===== src/rtl/multiword_add_seq.sv =====
// rtl/multiword_add_seq.sv - word-serial wide add/subtract over one shared 32-bit adder

module carry_increment_adder32 (
    input  logic [31:0] a_i,
    input  logic [31:0] b_i,
    input  logic        cin_i,
    output logic [31:0] sum_o,
    output logic        cout_o,
    output logic        of_o
);
    logic [3:0][8:0] blk_raw;
    logic [3:0][7:0] blk_sum;
    logic [4:0]      carry;

    // Four 8-bit blocks add without carry-in, then each is incremented by the rippled block carry.
    always_comb begin
        blk_raw  = '0;
        blk_sum  = '0;
        carry    = '0;
        carry[0] = cin_i;
        for (int k = 0; k < 4; k++) begin
            blk_raw[k]   = {1'b0, a_i[k*8 +: 8]} + {1'b0, b_i[k*8 +: 8]};
            blk_sum[k]   = blk_raw[k][7:0] + {7'b0, carry[k]};
            carry[k+1]   = blk_raw[k][8] | ((&blk_raw[k][7:0]) & carry[k]);
        end
    end

    assign sum_o  = blk_sum;
    assign cout_o = carry[4];
    assign of_o   = (a_i[31] == b_i[31]) && (sum_o[31] != a_i[31]);
endmodule

module multiword_add_seq #(
    parameter int WORDS = 4,
    parameter int W     = 32 * WORDS
) (
    input  logic         clk_i,
    input  logic         rst_ni,
    input  logic         start_i,
    input  logic         sub_i,
    input  logic         cin_i,
    input  logic [W-1:0] a_i,
    input  logic [W-1:0] b_i,
    output logic         busy_o,
    output logic         done_o,
    output logic [W-1:0] sum_o,
    output logic         cout_o,
    output logic         of_o
);
    localparam int IDXW = (WORDS > 1) ? $clog2(WORDS) : 1;
    localparam logic [IDXW-1:0] LAST_IDX = IDXW'(WORDS - 1);

    typedef enum logic [1:0] {
        IDLE = 2'd0,
        RUN  = 2'd1,
        DONE = 2'd2
    } state_t;

    state_t                     state_q;
    logic [WORDS-1:0][31:0]     a_q;
    logic [WORDS-1:0][31:0]     b_q;
    logic [WORDS-1:0][31:0]     s_w_q;
    logic [WORDS-1:0][31:0]     s_w_d;
    logic                       c_q;
    logic [IDXW-1:0]            idx_q;
    logic                       busy_q;
    logic                       done_q;
    logic [W-1:0]               sum_q;
    logic                       cout_q;
    logic                       of_q;

    logic [31:0]                add_sum;
    logic                       add_cout;
    logic                       add_of;

    carry_increment_adder32 u_adder (
        .a_i    (a_q[idx_q]),
        .b_i    (b_q[idx_q]),
        .cin_i  (c_q),
        .sum_o  (add_sum),
        .cout_o (add_cout),
        .of_o   (add_of)
    );

    // Merge the current word's adder result into the working register.
    always_comb begin
        s_w_d        = s_w_q;
        s_w_d[idx_q] = add_sum;
    end

    // Sequencer: capture operands on start, step one word per cycle, publish the result on the last word.
    always_ff @(posedge clk_i or negedge rst_ni) begin
        if (!rst_ni) begin
            state_q <= IDLE;
            a_q     <= '0;
            b_q     <= '0;
            s_w_q   <= '0;
            c_q     <= 1'b0;
            idx_q   <= '0;
            busy_q  <= 1'b0;
            done_q  <= 1'b0;
            sum_q   <= '0;
            cout_q  <= 1'b0;
            of_q    <= 1'b0;
        end else begin
            case (state_q)
                IDLE, DONE: begin
                    done_q <= 1'b0;
                    if (start_i) begin
                        a_q     <= a_i;
                        b_q     <= sub_i ? ~b_i : b_i;
                        c_q     <= sub_i | cin_i;
                        idx_q   <= '0;
                        busy_q  <= 1'b1;
                        state_q <= RUN;
                    end else begin
                        state_q <= IDLE;
                    end
                end
                RUN: begin
                    s_w_q <= s_w_d;
                    c_q   <= add_cout;
                    if (idx_q == LAST_IDX) begin
                        sum_q   <= s_w_d;
                        cout_q  <= add_cout;
                        of_q    <= add_of;
                        busy_q  <= 1'b0;
                        done_q  <= 1'b1;
                        state_q <= DONE;
                    end else begin
                        idx_q <= idx_q + 1'b1;
                    end
                end
                default: begin
                    busy_q  <= 1'b0;
                    done_q  <= 1'b0;
                    state_q <= IDLE;
                end
            endcase
        end
    end

    assign busy_o = busy_q;
    assign done_o = done_q;
    assign sum_o  = sum_q;
    assign cout_o = cout_q;
    assign of_o   = of_q;
endmodule


===== config.mk =====
export PLATFORM = sky130hd
export DESIGN_NAME = multiword_add_seq
export DESIGN_NICKNAME = d
export VERILOG_FILES = /design/src/rtl/multiword_add_seq.sv
export SDC_FILE = /design/constraint.sdc
export NUM_CORES = 1
export LEC_CHECK = 0
export BUFFER_PORTS_ARGS = -buffer_cell sky130_fd_sc_hd__buf_2
export CAP_MARGIN = 0
export CORE_MARGIN = 3
export CORE_UTILIZATION = 63
export CTS_BUF_LIST = sky130_fd_sc_hd__clkbuf_2 sky130_fd_sc_hd__clkbuf_4 sky130_fd_sc_hd__clkbuf_8
export DETAILED_ROUTE_END_ITERATION = 10
export PLACE_DENSITY = 0.86
export SKIP_LAST_GASP = 1
export SLEW_MARGIN = 10
export SYNTH_ARGS = -nofsm -noshare
export SYNTH_HDL_FRONTEND = slang
export SYNTH_SLANG_ARGS = --single-unit

===== constraint.sdc =====
create_clock -name clk_i -period 11.63 [get_ports clk_i]
set_clock_uncertainty 0.05 [all_clocks]
set_input_delay 0.5815 -clock clk_i [delete_from_list [all_inputs] [get_ports clk_i]]
set_output_delay 0.5815 -clock clk_i [all_outputs]
set_load 0.005 [all_outputs]

# Word-level counts from Yosys, hierarchy flattened
# Cells that the tools add are included.
[totals]
output_inout_bits = 132
input_bits = 261
register_bits = 521
wordCells = 84
[op_classes]
n_eq_ne = 8
add_sub_neg = 9
muxes = 21
bitwise = 10
n_reduce_logical = 14
n_lt_le_gt_ge = 2
[op_table]
columns = ["cell", "n"]
rows = [
  ["$bmux W32 S2", 2],
  ["$bwmux W128", 1],
  ["$mux W128", 1],
  ["$not A128 Y128", 1],
  ["$mux W32", 3],
  ["$demux W32 S2", 1],
  ["$add A8 B8 Y9", 4],
  ["$add A8 B1 Y8", 4],
  ["$reduce_and A8 Y1", 4],
  ["$pmux W2 S2", 2],
  ["$reduce_and A2 Y1", 4],
  ["$mux W1", 6],
  ["$mux W2", 3],
  ["$ne A2 B2 Y1 const B", 3],
  ["$or A1 B1 Y1", 5],
  ["$and A1 B1 Y1", 4],
  ["$eq A2 B2 Y1 const B", 2],
  ["$pmux W1 S2", 2],
  ["$lt A2 B3 Y1 const B", 1],
  ["$reduce_and A3 Y1", 1],
  ["$add A2 B1 Y2 const B", 1],
  ["$eq A2 B1 Y1 const B", 1],
  ["$ge A2 B1 Y1 const B", 1],
  ["$logic_and A1 B1 Y1", 2],
  ["other kinds (5)", 5],
]

# Longest topological paths before layout
[logic_depth]
word_depth = 13
ltp_mapped = 20
mapped_depth_nobuf = 18

# Cells and area by module
# From an unflattened synthesis, not the netlist that was laid out.
[unflattened]
hier_cells = 2145
area_unflattened_um2 = 23428.7
[by_module_without_submodules]
columns = ["module", "seq_area_each_um2", "cells_each", "area_per_inst_um2", "n_inst"]
rows = [
  ["multiword_add_seq", 12236.7, 1901, 21569.4, 1],
  ["carry_increment_adder32", 0.0, 244, 1859.3, 1],
]

# Worst setup path before layout
# Ideal clock, no wire load.
[synth_timing]
kind = "register -> register"
start = "register idx_q[0]"
end = "register sum_q[22] (netlist: sum_o[22])"
path_buffers = 2
arrival_time_ns = 5.143
synth_period_minus_slack_ns = 5.311
stages_incl_launch_ff = 21
path_slack_ns = 6.319
setup_ns = 0.118
t_required_ns = 11.462
path_cell_list = "dfrtp_1 -> buf_1 -> buf_1 -> mux4_2 -> ha_1 -> fa_1 -> xor2_1 -> nand4_1 -> a211oi_2 -> nand4_1 -> nor3_4 -> nand2_1 -> nand2_1 -> ha_1 -> ha_1 -> nand2_1 -> nor2_1 -> nand3_1 -> xor2_1 -> a211oi_1 -> a21o_1"
[synth_between]
elab_chain_len = 10
word_cells_on_any_way = 22
cone_classes = "add/sub (4); order compare (2); eq/ne (1); mux (7); bitwise (4); reduce/logical (4)"
[synth_lines]
columns = ["element", "line", "rtl"]
rows = [
  ["start: declaration", "65", "logic [IDXW-1:0] idx_q;"],
  ["start signal: assignment", "131", "idx_q <= idx_q + 1'b1;"],
  ["$bmux W32 S2 (on tied branches)", "77, 78", ""],
  ["$mux W32 (on tied branches)", "77, 78", ""],
  ["$add A8 B8 Y9", "22", "blk_raw[k] = {1'b0, a_i[k*8 +: 8]} + {1'b0, b_i[k*8 +: 8]};"],
  ["$reduce_and A8 Y1", "24", "carry[k+1] = blk_raw[k][8] | ((&blk_raw[k][7:0]) & carry[k]);"],
  ["$and A1 B1 Y1", "24", ""],
  ["$or A1 B1 Y1", "24", ""],
  ["$and A1 B1 Y1", "24", ""],
  ["$or A1 B1 Y1", "24", ""],
  ["$add A8 B1 Y8", "23", "blk_sum[k] = blk_raw[k][7:0] + {7'b0, carry[k]};"],
  ["$bwmux W128", "88", "s_w_d[idx_q] = add_sum;"],
  ["end signal: assignment", "124", "sum_q <= s_w_d;"],
  ["end: declaration", "68", "logic [W-1:0] sum_q;"],
]
# Several ways; a longest one is shown, not always the timed one. The select of a mux whose other input is x is not followed.
# A chain may end at the register's enable or synchronous reset.

# Final worst setup path
[layout_timing]
start = "register idx_q[0]"
end = "register sum_q[54] (netlist: sum_o[54])"
# Same word-level chain as after synthesis.

==> key figures <==
Critical path
  – Crit. End Element: register
  – Worst path buffer plus inverter count: 1
  – WS Path Type: register to register
  – Crit-path max FO: 35
  – CP max stage delay: 900 ps
  – FF-to-FF path depth: 19
  – Critical-path cell list: buf_4 > mux4_2 > ha_1 > fa_1 > xor2_1 > nand4_1 > a211oi_2 > nand4_1 > nor3_4 > nand2_1 > nand2_1 > ha_1 > ha_1 > nand2_1 > nor2_1 > nand3_1 > xor2_1 > a211oi_1 > a21o_1
  – Reg-to-reg endpoint: sum_o[54]$_DFFE_PN0P_
  – Reg2reg start: idx_q[0]$_DFFE_PN0P_
  – Critical Path RT: 12,070 ps
  – CP Data Arrival Time: 6720 ps
  – CP Depth: 19
  – Worst R2R Setup Slack: 5350 ps
  – CP max stage cell: dfrtp_4
  – Crit start category: register
  – Delay-heaviest family, CP: simple AND/OR/NAND/NOR gates

Floorplanning
  – Die width: around 200 um
  – Starting Density: 64.4%
  – Core Area: roughly 0.036 mm2
  – Chip Height: about 200 um
  – Die area: 0.0390 mm2
  – Rows: 69
  – Ports: 393

GRT
  – Antenna violations before repair: 15
  – Total track usage: a little under a third
  – Overflow after GRT: 0
  – Largest net degree at the start of global routing: between 200 and 250
  – Vias in the first global route: 17,700
  – First-pass GRT wire length: between 90,000 and 100,000 um

Detailed routing
  – DRT Pass-1 Iters: 7
  – Via count: between 15,000 and 20,000
  – WL final: about 60,000 um
  – DR iter-0 viols: around 1,400
  – WL per Instance: between 20 and 25 um
  – Residual DRC: 0
  – Final ANT Viol Nets: 0
  – Vias/cell: roughly 5.8

Logic synthesis
  – Synth warn: 0
  – EDFF count, synth: 0
  – Post-synth top area share: 52.8%
  – Top cell type by total area after synthesis: dfrtp_1
  – Mapped Area: approximately 0.023 mm2
  – Cells after Synth: between 2,000 and 2,500
  – Top cells by area, synth: dfrtp_1 (53%), o21ai_0 (7.6%), mux2_2 (7.3%)
  – Synth unique cells: 61
  – Main synth FF type: dfrtp_1
  – Synth async-reset ratio: 100%
  – Syn nets: roughly 2,400
  – Seq/Total Area, Yosys: a little over half
  – Mapped Avg Cell Area: roughly 11 um2
  – Synthesis-stage register bit count: 488

Placed design
  – Number of port buffers: approximately 390
  – Routability Congestion: about 0.88
  – Dpl hpwl: 42,000 um

Min path
  – Min-delay src: a_i[47]
  – Hold Path Sink: a_q[47]$_DFFE_PN0P_
  – Worst Hold Class: input pin to register
  – Worst Hold Depth: 2

Clock network
  – Clk slew on worst S/H paths: approximately 60 ps
  – Count of hold-fix buffers inserted at cts: 1
  – TritonCTS Buffers: 79
  – Worst skew pair latency: between 600 and 700 ps
  – H-tree depth: 3
  – Cts repair resizes: 0
  – Clock tree buffer depth: 3
  – Post-CTS Repair Setup Buffers: 0
  – Clock root cell: clkbuf_8
  – Clk sinks: slightly below 500
  – TritonCTS clock tree: built

Finish
  – Final nets: between 2,000 and 3,000
  – Layout cells sized above 1: between 30% and 40%
  – Most frequent cells in the layout: dfrtp_1 (486), buf_2 (390), nand2_1 (379), o21ai_0 (351)
  – Layout overhead on the synthesized area: 16.8%
  – Commonest non-fill, non-tap cell in the layout: dfrtp_1

STA
  – Final min period: roughly 6300 ps
  – Final period util: 54.0%
  – Final Max Slew Viols: 0
  – Setup TNS: 0 ps
  – Max Freq: 159 MHz
  – RSZ-0062 raised after global routing: no
  – Rel. slew slack: 22.1%
  – Final Hold Viols: 0
  – Setup violations, final: 0
  – Worst-margin pin slew: around 1200 ps

Flow run
  – Max cap viols: 0

Run status
  – Status: complete, no violations
[layout make-up]
type	instances	area (um2)
fillers	2384	8900
flip-flops and latches	488	12200
diodes	7	17.5
clock inverters	13	100
well taps	461	577
multi-input cells	1445	10300
repair buffers	408	2110
clock buffers	129	1620
inverters	12	45.0
[Yosys cell counts, types with 24 or more instances]
library cell / count
dfrtp_1: 488
nand2_1: 383
o21ai_0: 351
mux2_2: 149
xnor2_1: 149
clkbuf_1: 117
mux4_2: 64
nor2_1: 52
ha_1: 43
a21oi_1: 38
mux2i_1: 33
a21o_1: 24
buf_1: 24
[per-layer routing]
layer | vias up | share of wire (%) | GRT usage (%)
met3 | 109 | 7.7 | 7.04
li1 | 7942 | - | -
met2 | 694 | 48 | 49.6
met1 | 8529 | 41 | 42.5
met5 | - | 0.17 | 0
met4 | 16 | 2.6 | 11.0
[flip-flops by register name, indices dropped and copies added (netlist names)]
| register | cells |
|---|---|
| busy_o | 1 |
| idx_q | 2 |
| s_w_q | 96 |
| sum_o | 128 |
| state_q | 2 |
| b_q | 128 |
| a_q | 128 |
| c_q | 1 |
| of_o | 1 |
| cout_o | 1 |
[worst max path at each step]
stage	slack, ps	from	endpoint
floorplan	6320	idx_q[0]$_DFFE_PN0P_	sum_o[22]$_DFFE_PN0P_
global placement	5520	idx_q[0]$_DFFE_PN0P_	sum_o[86]$_DFFE_PN0P_
detailed placement	5270	idx_q[0]$_DFFE_PN0P_	sum_o[54]$_DFFE_PN0P_
CTS	5270	idx_q[0]$_DFFE_PN0P_	sum_o[54]$_DFFE_PN0P_
global route	4860	idx_q[0]$_DFFE_PN0P_	sum_o[54]$_DFFE_PN0P_
finish	5350	idx_q[0]$_DFFE_PN0P_	sum_o[54]$_DFFE_PN0P_
[stage by stage]
stage                     cells  worst slack [ps]  utilization [%]  area [um2]  hold slack, ps
after floorplan            2090              6320                -       23100             236
final                      2963              5350             75.2       27000             153
after global placement     2813              5520             70.4       25300             404
after detailed placement   2813              5270             70.4       25300             408
after global routing       2962              4860             75.2       27000             124
after CTS                  2956              5270             75.2       27000             111
[logic make-up after synthesis]
logic type | Yosys count | share of synthesized area, %
compound gates | 469 | 11.1
xor+xnor | 173 | 6.58
fa+ha+maj | 47 | 2.67
buf+inv | 157 | 2.68
flops | 488 | 52.8
mux | 246 | 14.9
simple gates | 510 | 9.23
Power is not shown: default switching activity piles up to over one toggle a cycle in this logic, so the estimate is an artifact.
